`src/rtl/mips_decode_issue.sv`:
```
// Decode/issue stage for a small MIPS-like pipeline: register file with write bypass,
// opcode decode, two-entry scoreboard interlock, ID/EX register, flush and sticky halt.
module mips_decode_issue #(
    parameter int DATA = 32,
    parameter int NREG = 32
) (
    input  logic            clk,
    input  logic            reset,
    input  logic            if_valid,
    input  logic [31:0]     if_instr,
    output logic            if_ready,
    input  logic            flush,
    input  logic            wb_en,
    input  logic [4:0]      wb_addr,
    input  logic [DATA-1:0] wb_data,
    output logic            ex_valid,
    output logic [DATA-1:0] ex_a,
    output logic [DATA-1:0] ex_b,
    output logic [2:0]      ex_aluop,
    output logic            ex_jump,
    output logic [4:0]      ex_dest,
    output logic            ex_wen,
    output logic            ex_mem_rd,
    output logic            ex_mem_wr,
    output logic [DATA-1:0] ex_store_data,
    output logic            halted
);
    localparam logic [5:0] OP_XORI = 6'h0B;
    localparam logic [5:0] OP_LDW  = 6'h0C;
    localparam logic [5:0] OP_STW  = 6'h0D;
    localparam logic [5:0] OP_BZ   = 6'h0E;
    localparam logic [5:0] OP_BEQ  = 6'h0F;
    localparam logic [5:0] OP_JR   = 6'h10;
    localparam logic [5:0] OP_HALT = 6'h11;

    logic [5:0]      opcode;
    logic [4:0]      rs, rt, rd;
    logic [DATA-1:0] imm_ext;
    logic [DATA-1:0] rs_val, rt_val;
    logic [DATA-1:0] rf_q [NREG];
    logic [DATA-1:0] rf_d [NREG];

    logic [DATA-1:0] dec_b, dec_store;
    logic [2:0]      dec_aluop;
    logic [4:0]      dec_dest;
    logic            dec_jump, dec_wen, dec_mem_rd, dec_mem_wr, dec_halt;
    logic            rs_src, rt_src;

    logic            s0_valid, rs_hit, rt_hit, stall, issue;
    logic            s1_valid_q, s1_valid_d;
    logic [4:0]      s1_dest_q, s1_dest_d;
    logic            halted_q, halted_d;
    logic            ex_valid_q, ex_valid_d, ex_jump_q, ex_jump_d, ex_wen_q, ex_wen_d;
    logic            ex_mem_rd_q, ex_mem_rd_d, ex_mem_wr_q, ex_mem_wr_d;
    logic [DATA-1:0] ex_a_q, ex_a_d, ex_b_q, ex_b_d, ex_store_q, ex_store_d;
    logic [2:0]      ex_aluop_q, ex_aluop_d;
    logic [4:0]      ex_dest_q, ex_dest_d;

    assign opcode  = if_instr[31:26];
    assign rs      = if_instr[25:21];
    assign rt      = if_instr[20:16];
    assign rd      = if_instr[15:11];
    assign imm_ext = {{(DATA-16){if_instr[15]}}, if_instr[15:0]};

    // R0 is hardwired to zero; a same-cycle writeback is visible to the read ports.
    always_comb begin
        rs_val = rf_q[rs];
        rt_val = rf_q[rt];
        if (rs == 5'd0)
            rs_val = '0;
        else if (wb_en && wb_addr == rs)
            rs_val = wb_data;
        if (rt == 5'd0)
            rt_val = '0;
        else if (wb_en && wb_addr == rt)
            rt_val = wb_data;
    end

    always_comb begin
        rf_d = rf_q;
        if (wb_en && wb_addr != 5'd0)
            rf_d[wb_addr] = wb_data;
    end

    // Opcodes 0x00-0x0B pair up as R-type (even) / I-type (odd) sharing one ALU op.
    always_comb begin
        dec_b      = '0;
        dec_store  = '0;
        dec_aluop  = 3'b000;
        dec_dest   = 5'd0;
        dec_jump   = 1'b0;
        dec_wen    = 1'b0;
        dec_mem_rd = 1'b0;
        dec_mem_wr = 1'b0;
        dec_halt   = 1'b0;
        rs_src     = 1'b1;
        rt_src     = 1'b0;
        if (opcode <= OP_XORI) begin
            dec_aluop = opcode[3:1];
            dec_wen   = 1'b1;
            if (!opcode[0]) begin
                dec_b    = rt_val;
                dec_dest = rd;
                rt_src   = 1'b1;
            end else begin
                dec_b    = imm_ext;
                dec_dest = rt;
            end
        end else begin
            case (opcode)
                OP_LDW: begin
                    dec_b      = imm_ext;
                    dec_dest   = rt;
                    dec_wen    = 1'b1;
                    dec_mem_rd = 1'b1;
                end
                OP_STW: begin
                    dec_b      = imm_ext;
                    dec_store  = rt_val;
                    dec_mem_wr = 1'b1;
                    rt_src     = 1'b1;
                end
                OP_BZ:   dec_aluop = 3'b110;
                OP_BEQ: begin
                    dec_aluop = 3'b111;
                    dec_b     = rt_val;
                    rt_src    = 1'b1;
                end
                OP_JR:   dec_jump = 1'b1;
                OP_HALT: begin
                    dec_halt = 1'b1;
                    rs_src   = 1'b0;
                end
                default: ;
            endcase
        end
    end

    // No forwarding: any source still pending in EX or MEM holds the instruction back.
    always_comb begin
        s0_valid = ex_valid_q & ex_wen_q;
        rs_hit   = rs_src && rs != 5'd0 &&
                   ((s0_valid && ex_dest_q == rs) || (s1_valid_q && s1_dest_q == rs));
        rt_hit   = rt_src && rt != 5'd0 &&
                   ((s0_valid && ex_dest_q == rt) || (s1_valid_q && s1_dest_q == rt));
        stall    = if_valid & (rs_hit | rt_hit);
        if_ready = !halted_q && (flush || !stall);
        issue    = if_valid && if_ready && !flush;
    end

    always_comb begin
        ex_valid_d  = 1'b0;
        ex_a_d      = '0;
        ex_b_d      = '0;
        ex_aluop_d  = 3'b000;
        ex_jump_d   = 1'b0;
        ex_dest_d   = 5'd0;
        ex_wen_d    = 1'b0;
        ex_mem_rd_d = 1'b0;
        ex_mem_wr_d = 1'b0;
        ex_store_d  = '0;
        halted_d    = halted_q;
        s1_valid_d  = s0_valid;
        s1_dest_d   = ex_dest_q;
        if (issue) begin
            ex_valid_d  = 1'b1;
            ex_a_d      = rs_val;
            ex_b_d      = dec_b;
            ex_aluop_d  = dec_aluop;
            ex_jump_d   = dec_jump;
            ex_dest_d   = dec_dest;
            ex_wen_d    = dec_wen;
            ex_mem_rd_d = dec_mem_rd;
            ex_mem_wr_d = dec_mem_wr;
            ex_store_d  = dec_store;
            halted_d    = halted_q | dec_halt;
        end
    end

    always_ff @(posedge clk or posedge reset) begin
        if (reset) begin
            for (int i = 0; i < NREG; i++)
                rf_q[i] <= '0;
            ex_valid_q  <= 1'b0;
            ex_a_q      <= '0;
            ex_b_q      <= '0;
            ex_aluop_q  <= 3'b000;
            ex_jump_q   <= 1'b0;
            ex_dest_q   <= 5'd0;
            ex_wen_q    <= 1'b0;
            ex_mem_rd_q <= 1'b0;
            ex_mem_wr_q <= 1'b0;
            ex_store_q  <= '0;
            halted_q    <= 1'b0;
            s1_valid_q  <= 1'b0;
            s1_dest_q   <= 5'd0;
        end else begin
            rf_q        <= rf_d;
            ex_valid_q  <= ex_valid_d;
            ex_a_q      <= ex_a_d;
            ex_b_q      <= ex_b_d;
            ex_aluop_q  <= ex_aluop_d;
            ex_jump_q   <= ex_jump_d;
            ex_dest_q   <= ex_dest_d;
            ex_wen_q    <= ex_wen_d;
            ex_mem_rd_q <= ex_mem_rd_d;
            ex_mem_wr_q <= ex_mem_wr_d;
            ex_store_q  <= ex_store_d;
            halted_q    <= halted_d;
            s1_valid_q  <= s1_valid_d;
            s1_dest_q   <= s1_dest_d;
        end
    end

    assign ex_valid      = ex_valid_q;
    assign ex_a          = ex_a_q;
    assign ex_b          = ex_b_q;
    assign ex_aluop      = ex_aluop_q;
    assign ex_jump       = ex_jump_q;
    assign ex_dest       = ex_dest_q;
    assign ex_wen        = ex_wen_q;
    assign ex_mem_rd     = ex_mem_rd_q;
    assign ex_mem_wr     = ex_mem_wr_q;
    assign ex_store_data = ex_store_q;
    assign halted        = halted_q;

endmodule
```
`config.mk`:
```
export PLATFORM = sky130hd
export DESIGN_NAME = mips_decode_issue
export DESIGN_NICKNAME = d
export VERILOG_FILES = /design/src/rtl/mips_decode_issue.sv
export SDC_FILE = /design/constraint.sdc
export NUM_CORES = 2
export LEC_CHECK = 0
export BUFFER_PORTS_ARGS = -buffer_cell sky130_fd_sc_hd__buf_2
export CORE_MARGIN = 1.5
export CORE_UTILIZATION = 63
export CTS_BUF_LIST = sky130_fd_sc_hd__clkbuf_16
export CTS_CLUSTER_DIAMETER = 150
export DETAILED_ROUTE_END_ITERATION = 10
export PLACE_DENSITY = 0.87
export SLEW_MARGIN = 25
export SYNTH_ARGS = -nofsm -noshare
export SYNTH_HDL_FRONTEND = slang
export SYNTH_SLANG_ARGS = --single-unit
```
`constraint.sdc`:
```
create_clock -name clk -period 40.4 [get_ports clk]
set_clock_uncertainty 0.15 [all_clocks]
set_input_delay 4.04 -clock clk [delete_from_list [all_inputs] [get_ports clk]]
set_output_delay 4.04 -clock clk [all_outputs]
set_load 0.02 [all_outputs]
```
Word level (Yosys, flattened, before mapping)
Index checks and enable logic that the tools add are counted.

Memories kept: 0. Memory bits (read-only): 0. Flip-flop bits (word level): 1140. Output and inout port bits: 111. Latch bits: 0. Input port bits: 74. RAM bits: 0.

Order comparisons: 5. Reductions and logical operators: 28. Shift operators: 0. Bitwise logic cells: 7. Add/subtract/negate cells: 0. Div/mod/pow operators: 0. Eq/ne operators: 12. Muxes and demuxes: 47. Multipliers: 0.

Operator list (count): $bwmux 1024 (1); $mux 32 (16); $bmux 32 s5 (2); $demux 32 s5 (1); $pmux 32 s2 (1); $eq 5x5->1 (6); $eq 6x4->1 const B (4); $mux 5 (4); $mux 1 (19); $ge 6x6->1 const B (3); $not 5->6 (3); $logic_and 1x1->1 (15); $reduce_bool 5->1 (3); $eq 6x5->1 const B (2); $logic_not 5->1 (2); $le 6x4->1 const B (1); $lt 6x1->1 const B (1); $mux 3 (2); $pmux 3 s2 (1); $reduce_or 2->1 (2); $logic_not 1->1 (3); $logic_or 1x1->1 (3); $and 1x1->1 (2); $or 1x1->1 (2).

Logic depth before layout (Yosys ltp)
Depth in word-level cells: 14. Gate-level depth with buffers: 11.

Least setup slack after synthesis
No wires, ideal clock.

Path kind: input to output. From: input port if_instr[16]. To: output port if_ready. Arrival time: 5570 ps. Data required time: 36210 ps. Setup slack: 30640 ps. Stages on the path: 7. Path buffers: 3. Cell sequence: buf_6 -> or4_1 -> buf_2 -> buf_1 -> nand4_1 -> nand2_1 -> a31oi_1.

Longest elaborated chain between the ends: 9. Elaborated cells on any way between the ends: 13. Classes of those cells: eq/ne: 2; bitwise: 2; reduce/logical: 9.

RTL lines: start, declared (RTL line 10) `input logic [31:0] if_instr,`; $eq 5x5->1 (RTL line 145) `((s0_valid && ex_dest_q == rt) || (s1_valid_q && s1_dest_q == rt));`; $logic_and 1x1->1 (RTL line 145); $logic_or 1x1->1 (RTL line 145); $logic_and 1x1->1 * (RTL line 144) `rt_hit = rt_src && rt != 5'd0 &&`; $or 1x1->1 * (RTL line 146) `stall = if_valid & (rs_hit | rt_hit);`; $and 1x1->1 * (RTL line 146); $logic_not 1->1 * (RTL line 147) `if_ready = !halted_q && (flush || !stall);`; $logic_or 1x1->1 * (RTL line 147); $logic_and 1x1->1 * (RTL line 147); end, declared (RTL line 11) `output logic if_ready,`.

Mark *: on every way between the ends. The rest lies on a longest branch, timed or not.

Worst setup path in the final report
From: input port if_instr[18]. To: output port if_ready.

The elaborated chain is that of the path after synthesis.

==> flow_metrics.py <==
metrics = {
    "global_route": {
        "grt.met2_usage": 0.568,
        "busiest_layer": "met2",
        "grt_pass1_vias": 42690,
        "met3_usage": 0.158,
        "grt_usage": 0.383,
        "antenna_found_initial": 13,
        "gr-usage-met1": 0.481,
        "overflow": 0,
        "grt_pass1_wl_um": 269000,
        "grt_max_degree": 153,
    },
    "route": {
        "drc": 0,
        "drt_iter0_drc": 6713,
        "routedWlPerCell_um": 33.6,
        "vias": 41264,
        "viasPerCell": 7.66,
        "wirelength_um": 181000,
        "drt_pass1_iterations": 7,
        "ant_nets": 0,
    },
    "critical_path": {
        "regToRegEndpoint": "ex_a[30]",
        "path_class": "input port to primary output",
        "rr_worst_depth": 7,
        "reg2reg_slack_ns": 37.18,
        "worstSetupEndpointType": "primary output",
        "crit_fanout": 24,
        "r2r-start": "ex_dest[3]",
        "start_kind": "input port",
        "arrival_ns": 6.19,
        "cp.required_ns": 36.21,
    },
    "logic_synthesis": {
        "yosysTopAreaCell": "dfrtp_1",
        "synth-edff-count": 0,
        "ys_types": 76,
        "synth_cells": 4118,
        "yosysWarnings": 0,
        "seq_area_frac_synth": 0.483,
        "synth.avg_cell_area_um2": 14.3,
        "ys_ff_latch": 1140,
        "syn_area_um2": 59000,
        "synth_top_area_share": 0.483,
        "synth_area_leaders": "dfrtp_1 (48%), mux4_2 (21%), mux2_2 (14%), o21ai_0 (2.1%), clkbuf_1 (2.0%)",
        "async_flop_share": 1.00,
        "ys.flop_type": "dfrtp_1",
        "syn_nets": 4192,
    },
    "placement": {
        "place_area_um2": 60200,
        "port_buffers": 184,
        "dp_hpwl_um": 100000,
        "place_congestion": 0.909,
    },
    "timing": {
        "slew_headroom": 0.239,
        "finalMaxSlewViolations": 0,
        "worstMarginPinSlew_ns": 1.14,
        "fmax_mhz": 96.3,
        "hold_viol_final": 0,
        "finalSetupViolCount": 0,
        "grt_setup_unrepaired": "false",
        "finalCriticalPeriod_ns": 10.38,
        "setup_tns_ns": 0,
        "post-route-period-util": 0.257,
    },
    "power": {
        "power.internal_mw": 2.27,
        "seq_power_share": 0.472,
        "p_comb_frac": 0.194,
        "power.density_nw_per_um2": 49.4,
        "p_leak_nw": 27.9,
        "switching_share": 0.279,
        "power.share.clock": 0.334,
        "p_switching_mw": 0.880,
        "peakVddDrop_v": 0.0000381,
    },
    "finish": {
        "finalInstanceArea_um2": 63800,
        "layout-drive-gt1-share": 0.437,
        "nets": 4108,
        "fillers": 5667,
        "area_growth_pct": 8.13,
    },
    "floorplanning": {
        "start_util": 0.634,
        "io_pins": 185,
        "die_w_um": 309,
        "die_area_um2": 95600,
        "die_height_um": 309,
        "core_area_um2": 93000,
        "row_count": 112,
    },
    "clock_network": {
        "clkTransAtPathRegs_ns": 0.06,
        "cts_hold_buffers": 0,
        "cts_tree": "yes",
        "post_cts_resized": 0,
        "clk_latency_ns": 0.69,
        "cts_buffer_depth": 3,
        "cts_root_buf": "clkbuf_16",
        "cts_sinks": 1140,
        "numCtsBuffers": 108,
        "postCtsSetupBuffers": 0,
        "h-tree-depth": 3,
    },
    "hold_path": {
        "hold_path_class": "flop to flop",
        "worstHoldEndpoint": "rf_q[1019]",
        "whs_path_depth": 0,
        "hp-start": "rf_q[1019]",
    },
    "status": {
        "status": "complete, no violations",
    },
    "run": {
        "max_cap_viol_count": 0,
    },
}
## state kept, by name, indices dropped and copies added, names as in the netlist
register	cells
s1_dest_q	5
ex_a	32
s1_valid_q	1
ex_store_data	32
ex_wen	1
ex_mem_rd	1
rf_q	1024
ex_jump	1
ex_b	32
ex_valid	1
ex_aluop	3
ex_dest	5
halted	1
ex_mem_wr	1
## placed cells by master (no fill, tap or decap), types with 30 or more instances in the layout
| cell type | instances |
|---|---|
| a21oi_1 | 54 |
| o21ai_0 | 246 |
| dfrtp_1 | 1140 |
| buf_2 | 175 |
| inv_1 | 30 |
| clkbuf_16 | 111 |
| mux2_2 | 751 |
| mux4_2 | 560 |
| a211oi_1 | 41 |
| mux2i_1 | 63 |
| nor2_1 | 78 |
| o22ai_1 | 36 |
| buf_4 | 76 |
| nand2_1 | 271 |
| a22oi_1 | 47 |
## critical path, stage by stage
cell,delay [ns]
buf_6,0.17
or2_1,0.57
or4_1,0.52
buf_4,0.31
nand4_1,0.17
nand2_1,0.06
a31oi_1,0.16
buf_2,0.19
## final cells by class
cell class | instances | area (um^2) | area share
sequential | 1140 | 28500 | 0.447
clock inverter | 88 | 825 | 0.0129
timing repair buffer | 267 | 1690 | 0.0265
inverter | 19 | 78.8 | 0.00123
multi-input combinational | 2498 | 28300 | 0.444
tap | 1254 | 1570 | 0.0246
clock buffer | 111 | 2780 | 0.0435
antenna | 7 | 17.5 | 0.000274
## synthesized netlist by cell type, drive strengths merged, types with 17 or more instances
| master | n |
|---|---|
| nor2 | 96 |
| o21ai | 257 |
| a21oi | 54 |
| clkbuf | 333 |
| dfrtp | 1140 |
| xnor2 | 24 |
| nand3 | 28 |
| o22ai | 36 |
| o221ai | 25 |
| and3 | 17 |
| inv | 18 |
| nand2 | 289 |
| mux2i | 63 |
| mux2 | 768 |
| buf | 126 |
| mux4 | 573 |
| a22oi | 47 |
| a211oi | 41 |
| nor3 | 25 |
| o211ai | 17 |
## cell families (layout without fill, tap and decap cells)
family,Yosys count,count (layout),synth area share
mux,1404,1404,0.377
other cells,0,7,0
buf+inv,480,485,0.0395
simple gates,534,534,0.0406
compound gates,529,529,0.0554
flops,1140,1140,0.483
xor+xnor,31,31,0.00460
## per-stage QoR
step	hold WS (ns)	total power, mW	util	worst slack [ns]	instances
after CTS	0.248	3.13	0.685	30.09	5375
after detailed placement	0.235	2.08	0.647	30.10	5176
final	0.248	3.16	0.686	30.02	5384
after global routing	0.259	3.25	0.686	30.01	5381
after floorplan	0.288	1.92	-	4.10	4118
after global placement	0.227	2.04	0.647	30.14	5176
## how the worst max path moves through the flow
| stage | end | start | slack (ns) |
|---|---|---|---|
| finish | if_ready | if_instr[18] | 30.02 |
| global placement | if_ready | if_instr[16] | 30.14 |
| detailed placement | if_ready | if_instr[18] | 30.10 |
| CTS | if_ready | if_instr[18] | 30.09 |
| floorplan | ex_a[0] | reset | 4.10 |
| global route | if_ready | if_instr[18] | 30.01 |
## metal layers
metal,routed length [um],share of wire
met5,100,0.00055
met4,11100,0.062
met3,28100,0.16
met2,81600,0.45
met1,59700,0.33
## power groups by stage
stage	clock network (mW)	logic, mW	registers (mW)
4_1_cts	1.05	0.601	1.48
6_report	1.05	0.612	1.49
2_1_floorplan	0	0.477	1.44
5_1_grt	1.09	0.644	1.51
3_3_place_gp	0	0.565	1.47
3_5_place_dp	0	0.589	1.49
Power figures use the tool's default switching activity.
